[src/rtl/ysyx_041461_div_arbiter.sv]
// ---------------------------------------------------------------------------
// ysyx_041461_div_arbiter
//
// Purpose:
//   Shares one iterative divide unit between two requesters (0: EXE pipe,
//   1: secondary issue port). Arbitrates round-robin, registers the winning
//   operands, fires a one-cycle start pulse at the divider and waits for its
//   completion. The quotient/remainder are held for the owning requester
//   until consumed. A pipeline kill cancels an accepted, in-flight or pending
//   operation. A sticky watchdog flags a divider that never answers.
//
// Ports:
//   clk, rst                 clock, synchronous active-high reset
//   req_valid/req_ready      per-requester request handshake (2 bits)
//   req_signed/req_divw      per-requester operation flags (2 bits)
//   req_dividend/req_divisor packed operands, requester i in [i*XLEN +: XLEN]
//   resp_valid/resp_ready    per-requester result handshake (one-hot valid)
//   resp_quotient/remainder  held result, meaningful while resp_valid != 0
//   kill                     flush of the current operation
//   div_valid_in             start pulse to the divider
//   div_signed/div_divw      registered operation flags to the divider
//   div_dividend/div_divisor registered operands to the divider
//   div_valid_out            one-cycle divider completion
//   div_quotient/remainder   divider result, sampled on div_valid_out
//   err_timeout              sticky watchdog flag
// ---------------------------------------------------------------------------
module ysyx_041461_div_arbiter #(
  parameter int XLEN    = 64,
  parameter int TIMEOUT = 128
) (
  input  logic              clk,
  input  logic              rst,
  input  logic [1:0]        req_valid,
  output logic [1:0]        req_ready,
  input  logic [1:0]        req_signed,
  input  logic [1:0]        req_divw,
  input  logic [2*XLEN-1:0] req_dividend,
  input  logic [2*XLEN-1:0] req_divisor,
  output logic [1:0]        resp_valid,
  input  logic [1:0]        resp_ready,
  output logic [XLEN-1:0]   resp_quotient,
  output logic [XLEN-1:0]   resp_remainder,
  input  logic              kill,
  output logic              div_valid_in,
  output logic              div_signed,
  output logic              div_divw,
  output logic [XLEN-1:0]   div_dividend,
  output logic [XLEN-1:0]   div_divisor,
  input  logic              div_valid_out,
  input  logic [XLEN-1:0]   div_quotient,
  input  logic [XLEN-1:0]   div_remainder,
  output logic              err_timeout
);

  localparam int WW = $clog2(TIMEOUT) + 1;

  typedef enum logic [2:0] {
    S_IDLE,
    S_ISSUE,
    S_BUSY,
    S_RESP,
    S_DRAIN
  } state_t;

  state_t            state_reg, state_next;
  logic              rr_ptr_reg;
  logic              owner_reg;
  logic              signed_reg;
  logic              divw_reg;
  logic [XLEN-1:0]   dividend_reg;
  logic [XLEN-1:0]   divisor_reg;
  logic [XLEN-1:0]   quotient_reg;
  logic [XLEN-1:0]   remainder_reg;
  logic [WW-1:0]     wdog_reg;
  logic              err_reg;

  logic              grant;
  logic              accept;
  logic              waiting;
  logic              waiting_next;

  // Per-requester views of the packed operand buses
  logic [XLEN-1:0]   dividend_arr [2];
  logic [XLEN-1:0]   divisor_arr  [2];

  genvar gi;
  generate
    for (gi = 0; gi < 2; gi++) begin : g_unpack
      assign dividend_arr[gi] = req_dividend[gi*XLEN +: XLEN];
      assign divisor_arr[gi]  = req_divisor[gi*XLEN +: XLEN];
    end
  endgenerate

  // A lone requester wins outright; on contention the round-robin pointer
  // decides. With no requester the grant is irrelevant (accept stays low).
  always_comb begin
    unique case (req_valid)
      2'b01:   grant = 1'b0;
      2'b10:   grant = 1'b1;
      default: grant = rr_ptr_reg;
    endcase
  end

  assign accept       = (state_reg == S_IDLE) && req_valid[grant] && !kill;
  assign waiting      = (state_reg == S_BUSY) || (state_reg == S_DRAIN);
  assign waiting_next = (state_next == S_BUSY) || (state_next == S_DRAIN);

  // State register
  always_ff @(posedge clk) begin
    if (rst) begin
      state_reg <= S_IDLE;
    end else begin
      state_reg <= state_next;
    end
  end

  // Next-state logic
  always_comb begin
    state_next = state_reg;
    unique case (state_reg)
      S_IDLE: begin
        if (accept) state_next = S_ISSUE;
      end
      S_ISSUE: begin
        state_next = kill ? S_IDLE : S_BUSY;
      end
      S_BUSY: begin
        // A kill coinciding with completion just drops the result; a kill
        // before completion must still absorb the divider's late answer.
        if (div_valid_out) state_next = kill ? S_IDLE : S_RESP;
        else if (kill)     state_next = S_DRAIN;
      end
      S_RESP: begin
        if (kill || resp_ready[owner_reg]) state_next = S_IDLE;
      end
      S_DRAIN: begin
        if (div_valid_out) state_next = S_IDLE;
      end
      default: state_next = S_IDLE;
    endcase
  end

  // Output logic
  always_comb begin
    req_ready    = 2'b00;
    resp_valid   = 2'b00;
    div_valid_in = 1'b0;
    if (state_reg == S_IDLE && !kill && req_valid[grant]) begin
      req_ready[grant] = 1'b1;
    end
    if (state_reg == S_RESP) begin
      resp_valid[owner_reg] = 1'b1;
    end
    if (state_reg == S_ISSUE && !kill) begin
      div_valid_in = 1'b1;
    end
  end

  assign div_signed     = signed_reg;
  assign div_divw       = divw_reg;
  assign div_dividend   = dividend_reg;
  assign div_divisor    = divisor_reg;
  assign resp_quotient  = quotient_reg;
  assign resp_remainder = remainder_reg;
  assign err_timeout    = err_reg;

  // Operand, ownership and result registers
  always_ff @(posedge clk) begin
    if (rst) begin
      rr_ptr_reg    <= 1'b0;
      owner_reg     <= 1'b0;
      signed_reg    <= 1'b0;
      divw_reg      <= 1'b0;
      dividend_reg  <= '0;
      divisor_reg   <= '0;
      quotient_reg  <= '0;
      remainder_reg <= '0;
    end else begin
      if (accept) begin
        owner_reg    <= grant;
        rr_ptr_reg   <= ~grant;
        signed_reg   <= req_signed[grant];
        divw_reg     <= req_divw[grant];
        dividend_reg <= dividend_arr[grant];
        divisor_reg  <= divisor_arr[grant];
      end
      if (state_reg == S_BUSY && div_valid_out && !kill) begin
        quotient_reg  <= div_quotient;
        remainder_reg <= div_remainder;
      end
    end
  end

  // Watchdog: counts consecutive BUSY/DRAIN cycles. The counter saturates at
  // the trip value so it can never wrap back below it while still waiting.
  always_ff @(posedge clk) begin
    if (rst) begin
      wdog_reg <= '0;
      err_reg  <= 1'b0;
    end else begin
      if (waiting && waiting_next) begin
        if (wdog_reg != WW'(TIMEOUT - 1)) wdog_reg <= wdog_reg + 1'b1;
      end else begin
        wdog_reg <= '0;
      end
      if (waiting && !div_valid_out && wdog_reg == WW'(TIMEOUT - 1)) begin
        err_reg <= 1'b1;
      end
    end
  end

endmodule

[config.mk]
export PLATFORM = sky130hd
export DESIGN_NAME = ysyx_041461_div_arbiter
export DESIGN_NICKNAME = d
export VERILOG_FILES = /design/src/rtl/ysyx_041461_div_arbiter.sv
export SDC_FILE = /design/constraint.sdc
export NUM_CORES = 1
export LEC_CHECK = 0
export BUFFER_PORTS_ARGS = -buffer_cell sky130_fd_sc_hd__buf_2
export CAP_MARGIN = 25
export CORE_AREA = 10 10 246 248
export DETAILED_ROUTE_END_ITERATION = 8
export DIE_AREA = 0 0 256 258
export PLACE_DENSITY = 0.54
export SLEW_MARGIN = 30
export SYNTH_ARGS = -nofsm -noshare
export SYNTH_HDL_FRONTEND = slang
export SYNTH_SLANG_ARGS = --single-unit
[constraint.sdc]
create_clock -name clk -period 3.45 [get_ports clk]
set_clock_uncertainty 0.1 [all_clocks]
set_input_delay 0.345 -clock clk [delete_from_list [all_inputs] [get_ports clk]]
set_output_delay 0.345 -clock clk [all_outputs]
set_load 0.005 [all_outputs]
Word-level counts from Yosys, hierarchy flattened
Cells that the tools add are included.
{"block": "word_totals", "regBits": 272, "in_bits": 396, "word_cells": 79}
{"block": "op_classes", "n_addsub": 1, "n_lt_le_gt_ge": 5, "muxes": 30, "n_eq_ne": 10, "n_reduce_logical": 19, "n_bitwise": 3}
{"op": "64-bit 2-to-1 mux", "count": 6}
{"op": "3-bit 2-to-1 mux", "count": 5}
{"op": "3-bit case mux with 5 select lines", "count": 1}
{"op": "1-bit logical AND", "count": 12}
{"op": "1-bit 2-to-1 mux", "count": 11}
{"op": "3-bit by 2-bit == test with 1-bit output, second input constant", "count": 3}
{"op": "8-bit by 1-bit adder with 8-bit output, second input constant", "count": 1}
{"op": "8-bit by 7-bit == test with 1-bit output, second input constant", "count": 1}
{"op": "2-bit 2-to-1 mux", "count": 4}
{"op": "8-bit by 7-bit inequality test with 1-bit output, second input constant", "count": 1}
{"op": "3-bit == test, second input constant", "count": 2}
{"op": "1-bit by 2-bit less-than comparator with 1-bit output, second input constant", "count": 2}
{"op": "3-bit by 1-bit == test with 1-bit output, second input constant", "count": 1}
{"op": "3-bit logical NOT", "count": 1}
{"op": "1-bit logical OR", "count": 3}
{"op": "1-bit demux with 1-bit select", "count": 2}
{"op": "2-bit by 1-bit == test with 1-bit output, second input constant", "count": 1}
{"op": "2-bit == test, second input constant", "count": 1}
{"op": "1-bit >= comparator, second input constant", "count": 2}
{"op": "2-bit >= comparator, second input constant", "count": 1}
{"op": "1-bit logical NOT", "count": 2}
{"op": "1-bit NOT", "count": 2}
{"op": "1-bit NOT with 2-bit output", "count": 1}
{"op": "1-bit case mux with 2 select lines", "count": 1}
{"op": "2-bit OR reduction", "count": 1}

Logic depth before layout (Yosys ltp)
{"block": "logic_depth", "word_depth": 13, "ltp_mapped": 7}

Worst setup path before layout
No wires, ideal clock.
{"block": "synth_path", "kind": "in2reg", "startpoint": "in req_valid[0]", "endpoint": "reg dividend_reg[62], in the netlist div_dividend[62]", "setup_time_ps": 91, "path_slack_ps": 1391, "required_time_ps": 3259, "path_stages": 7, "t_arrival_ps": 1868, "path_cell_list": "inv_1 ha_1 mux2i_1 buf_2 clkbuf_1 nand2_1 a311oi_1"}
{"block": "synth_between", "elab_chain_len": 6}
{"element": "from (decl)", "line_no": "33", "source": "input logic [1:0] req_valid,"}
{"element": "2-bit == test / 2-bit by 1-bit == test with 1-bit output (equally long branches)", "line_no": "97", "source": "unique case (req_valid)"}
{"element": "1-bit case mux with 2 select lines", "line_no": "97"}
{"element": "1-bit NOT with 2-bit output (implied by the code) / 1-bit 2-to-1 mux (equally long branches)", "line_no": "184, 104"}
{"element": "64-bit 2-to-1 mux (implied by the code) / 1-bit 2-to-1 mux (equally long branches)", "line_no": "184, 104"}
{"element": "64-bit 2-to-1 mux (implied by the code) / 1-bit logical AND (equally long branches) (2 in series)", "line_no": "184, 104"}
{"element": "to (signal assigned)", "line_no": "184", "source": "dividend_reg <= dividend_arr[grant];"}
{"element": "to (decl)", "line_no": "70", "source": "logic [XLEN-1:0] dividend_reg;"}
Parallel ways exist; a longest one is shown, timed or not. The select of a mux whose other input is x is not followed.
A chain may end at the register's enable or synchronous reset.

Worst setup path in the final report
{"block": "layout_path", "startpoint": "reg state_reg[1]", "endpoint": "reg divisor_reg[0], in the netlist div_divisor[0]"}
{"block": "layout_between", "elab_chain_len": 3}
{"element": "from (decl)", "line_no": "65", "source": "state_t state_reg, state_next;"}
{"element": "from (signal assigned)", "line_no": "113", "source": "state_reg <= state_next;"}
{"element": "3-bit logical NOT", "line_no": "104", "source": "assign accept = (state_reg == S_IDLE) && req_valid[grant] && !kill;"}
{"element": "1-bit logical AND (2 in series)", "line_no": "104"}
{"element": "to (signal assigned)", "line_no": "185", "source": "divisor_reg <= divisor_arr[grant];"}
{"element": "to (decl)", "line_no": "71", "source": "logic [XLEN-1:0] divisor_reg;"}
Every way passes these cells.

==> impl_metrics.ini <==
[critical_path]
cpLargestDelayFamily = buffers and inverters
critPathArrivalTime_ns = 3.19
path_class = flop to flop
path_cells = nor2_4 -> buf_12 -> a21oi_1 -> a311oi_1 -> dlygate4sd3_1
path_depth = 5
critPathBufInv = 2
end_kind = flop
worst-path-max-fanout = 42
crit_slowest_cell = nor2_4
critical_path.max_stage_delay_ns = 0.69
critPathLaunchType = flop
reg2reg_depth = 5
cp.required_ns = 3.86

[timing]
hold_viol = 0
rsz0062_at_grt = no
fin_ws_ns = 0.664
finalSetupTns_ns = 0
max_freq_ghz = 0.359
worst_slew_pin_slew_ns = 0.834
finalMaxSlewViolations = 0
setup_violations = 0
timing.final.crit_share_pct = 80.8
relSlewSlack_pct = 44.4
finalCriticalPeriod_ns = 2.79

[route]
ant_nets = 0
drtPass1Iterations = 7
wl_um = 57600
num_vias = 15000
wl_per_cell_um = 18.3
vias_per_cell = 4.78
drtIter0Drc = 1069
drc = 0

[power_and_ir_drop]
p_comb_share_pct = 20.5
power_frac_clock_pct = 38.3
leakagePower_uw = 0.00895
seqPwrFrac_pct = 41.2
p_sw_uw = 2250
p_total_uw = 8240
power_density_nw_per_um2 = 410
swShare_pct = 27.3
p_int_uw = 5990
vdd_drop_max_mv = 0.336

[synth]
syn_avg_cell_area_um2 = 8.02
synth-warning-count = 0
yosysTopAreaCell = dfxtp_1
yosysUniqueCellTypes = 38
synth.top_cell.area_share_pct = 48.1
seq_area_frac_synth_pct = 48.1
synth_enable_flop_cells = 0
syn_inst = 1412
ys_top_cells_by_area = dfxtp_1 48%, a21oi_1 12%, a311oi_1 10%
ys.flop_type = dfxtp_1
yosys_register_bits = 272
synthArstFlopShare_pct = 0
synth.most_common_cell = dfxtp_1
syn_nets = 1811
synthesis.area_um2 = 11300
ys_top_cells_by_count = 272 x dfxtp_1, 267 x nand2_1, 264 x a21oi_1

[global_routing]
grt_start_max_net_pins = 130
grtUsageTotal_pct = 16.2
grt_pass1_vias = 15200
antenna_found_initial = 6
overflow = 0
grt_pass1_wl_um = 88600

[clock_network]
clock-sinks = 272
cts_tree = yes
cts.clk_slew.worst_paths_ns = 0.06
ctsHtreeMaxLevel = 1
clock-root-buffer = clkbuf_16
cts-resized-gates = 0
clock_latency_ns = 0.56
clk_path_buf_depth = 3
cts_buffers = 31

[placement]
port_buffers = 659
dp_cells = 2703
pre_cts_slack_ns = 0.882
place_congestion = 0.965
hpwl_um = 39600

[layout]
area_growth_pct = 77.5
drive_above_1_share_pct = 31.4
multi_input_area_um2 = 5210
seq_area_um2 = 5450
layout.nets = 2759
fin_cells = 3142
n_fill_cell = 5680

[run]
drv_cap = 0

[outcome]
status = complete, no violations

[floorplan]
row_count = 87
start_util_pct = 20.3
die_area_um2 = 66000
pin_count = 660
core_region_area_um2 = 55700
chipWidth_um = 256
fp.dieH_um = 258

[worst_hold_path]
hold_class = input port to flop
hold_depth = 3
per-stage QoR:
stage               hold WS (ns)  utilization, %  instance area, µm²
floorplan                  0.358               -               11300
global placement           0.356            27.5               15300
detailed placement         0.363            27.5               15300
CTS                     0.000400            36.1               20100
global route              0.0166            36.1               20100
finish                    0.0273            36.1               20100
worst paths after layout:
kind,from,endpoint,slack (ns)
hold / removal,resp_ready[0],state_reg[1]$_SDFF_PP0_,0.03
setup / recovery,state_reg[1]$_SDFF_PP0_,div_divisor[0]$_SDFFE_PP0P_,0.66
setup reg to reg,state_reg[1]$_SDFF_PP0_,div_divisor[0]$_SDFFE_PP0P_,0.66
hold reg to reg,resp_remainder[62]$_SDFFE_PP0P_,resp_remainder[62]$_SDFFE_PP0P_,0.37
cells by family (layout without fill, tap and decap cells):
kind of cell             Yosys count  count (layout)  share of synthesized area [%]
AO/OA/AOI/OAI                    540             540                           28.4
buffers and inverters            164            1134                           6.40
multiplexers                       3               3                          0.287
XOR/XNOR                           1               1                         0.0773
flip-flops                       272             272                           48.1
AND/OR/NAND/NOR                  429             429                           16.4
other                              0               4                              0
adder cells (fa/ha/maj)            3               3                          0.331
power by group through the flow:
stage | clock [µW] | combinational [µW] | sequential (µW)
6_report | 3160 | 1690 | 3390
5_1_grt | 3360 | 1840 | 3400
4_1_cts | 3250 | 1680 | 3390
3_5_place_dp | 0 | 1260 | 3450
3_3_place_gp | 0 | 1250 | 3450
2_1_floorplan | 0 | 598 | 3450
layer usage:
| metal | routed length [µm] | up-vias | global-route usage, % | share of wire (%) |
|---|---|---|---|---|
| met5 | 17 | - | 0 | 0.029 |
| met4 | 1990 | 2 | 6.10 | 3.4 |
| met3 | 5350 | 113 | 5.13 | 9.3 |
| met2 | 27400 | 787 | 27.2 | 48 |
| met1 | 22900 | 7122 | 19.1 | 40 |
| li1 | - | 6999 | - | - |
timing repair:
item,CTS,global route
buffers inserted,0,0
hold buffers,380,0
endpoints found under the hold margin,250,0
placed cells by master (no fill, tap or decap), types with 3 or more instances in the layout:
cell	count
dfxtp_1	272
a31oi_1	5
nand3_1	132
nor2_1	4
a21oi_1	264
clkbuf_1	11
o21ai_0	132
clkbuf_8	6
nand2_1	266
diode_2	4
buf_4	26
buf_12	11
nor3_1	6
buf_2	658
a311oi_1	131
clkinv_2	5
dlygate4sd3_1	380
ha_1	3
clkbuf_16	31
inv_1	3
worst reg2reg max path, delay by kind of cell (launching register included):
| family | cells | cell delay, ns |
|---|---|---|
| buffers and inverters | 2 | 0.94 |
| AND/OR/NAND/NOR | 1 | 0.70 |
| flip-flops | 1 | 0.53 |
| AO/OA/AOI/OAI | 2 | 0.48 |
cell type report:
class / count / area share [%]
Timing Repair Buffer: 1076 / 37.4
Sequential cell: 272 / 27.1
Multi-Input combinational cell: 976 / 25.9
Tap cell: 756 / 4.70
Clock buffer: 47 / 4.41
Clock inverter: 8 / 0.348
Inverter: 3 / 0.0560
Antenna cell: 4 / 0.0498
Power figures use the tool's default switching activity.
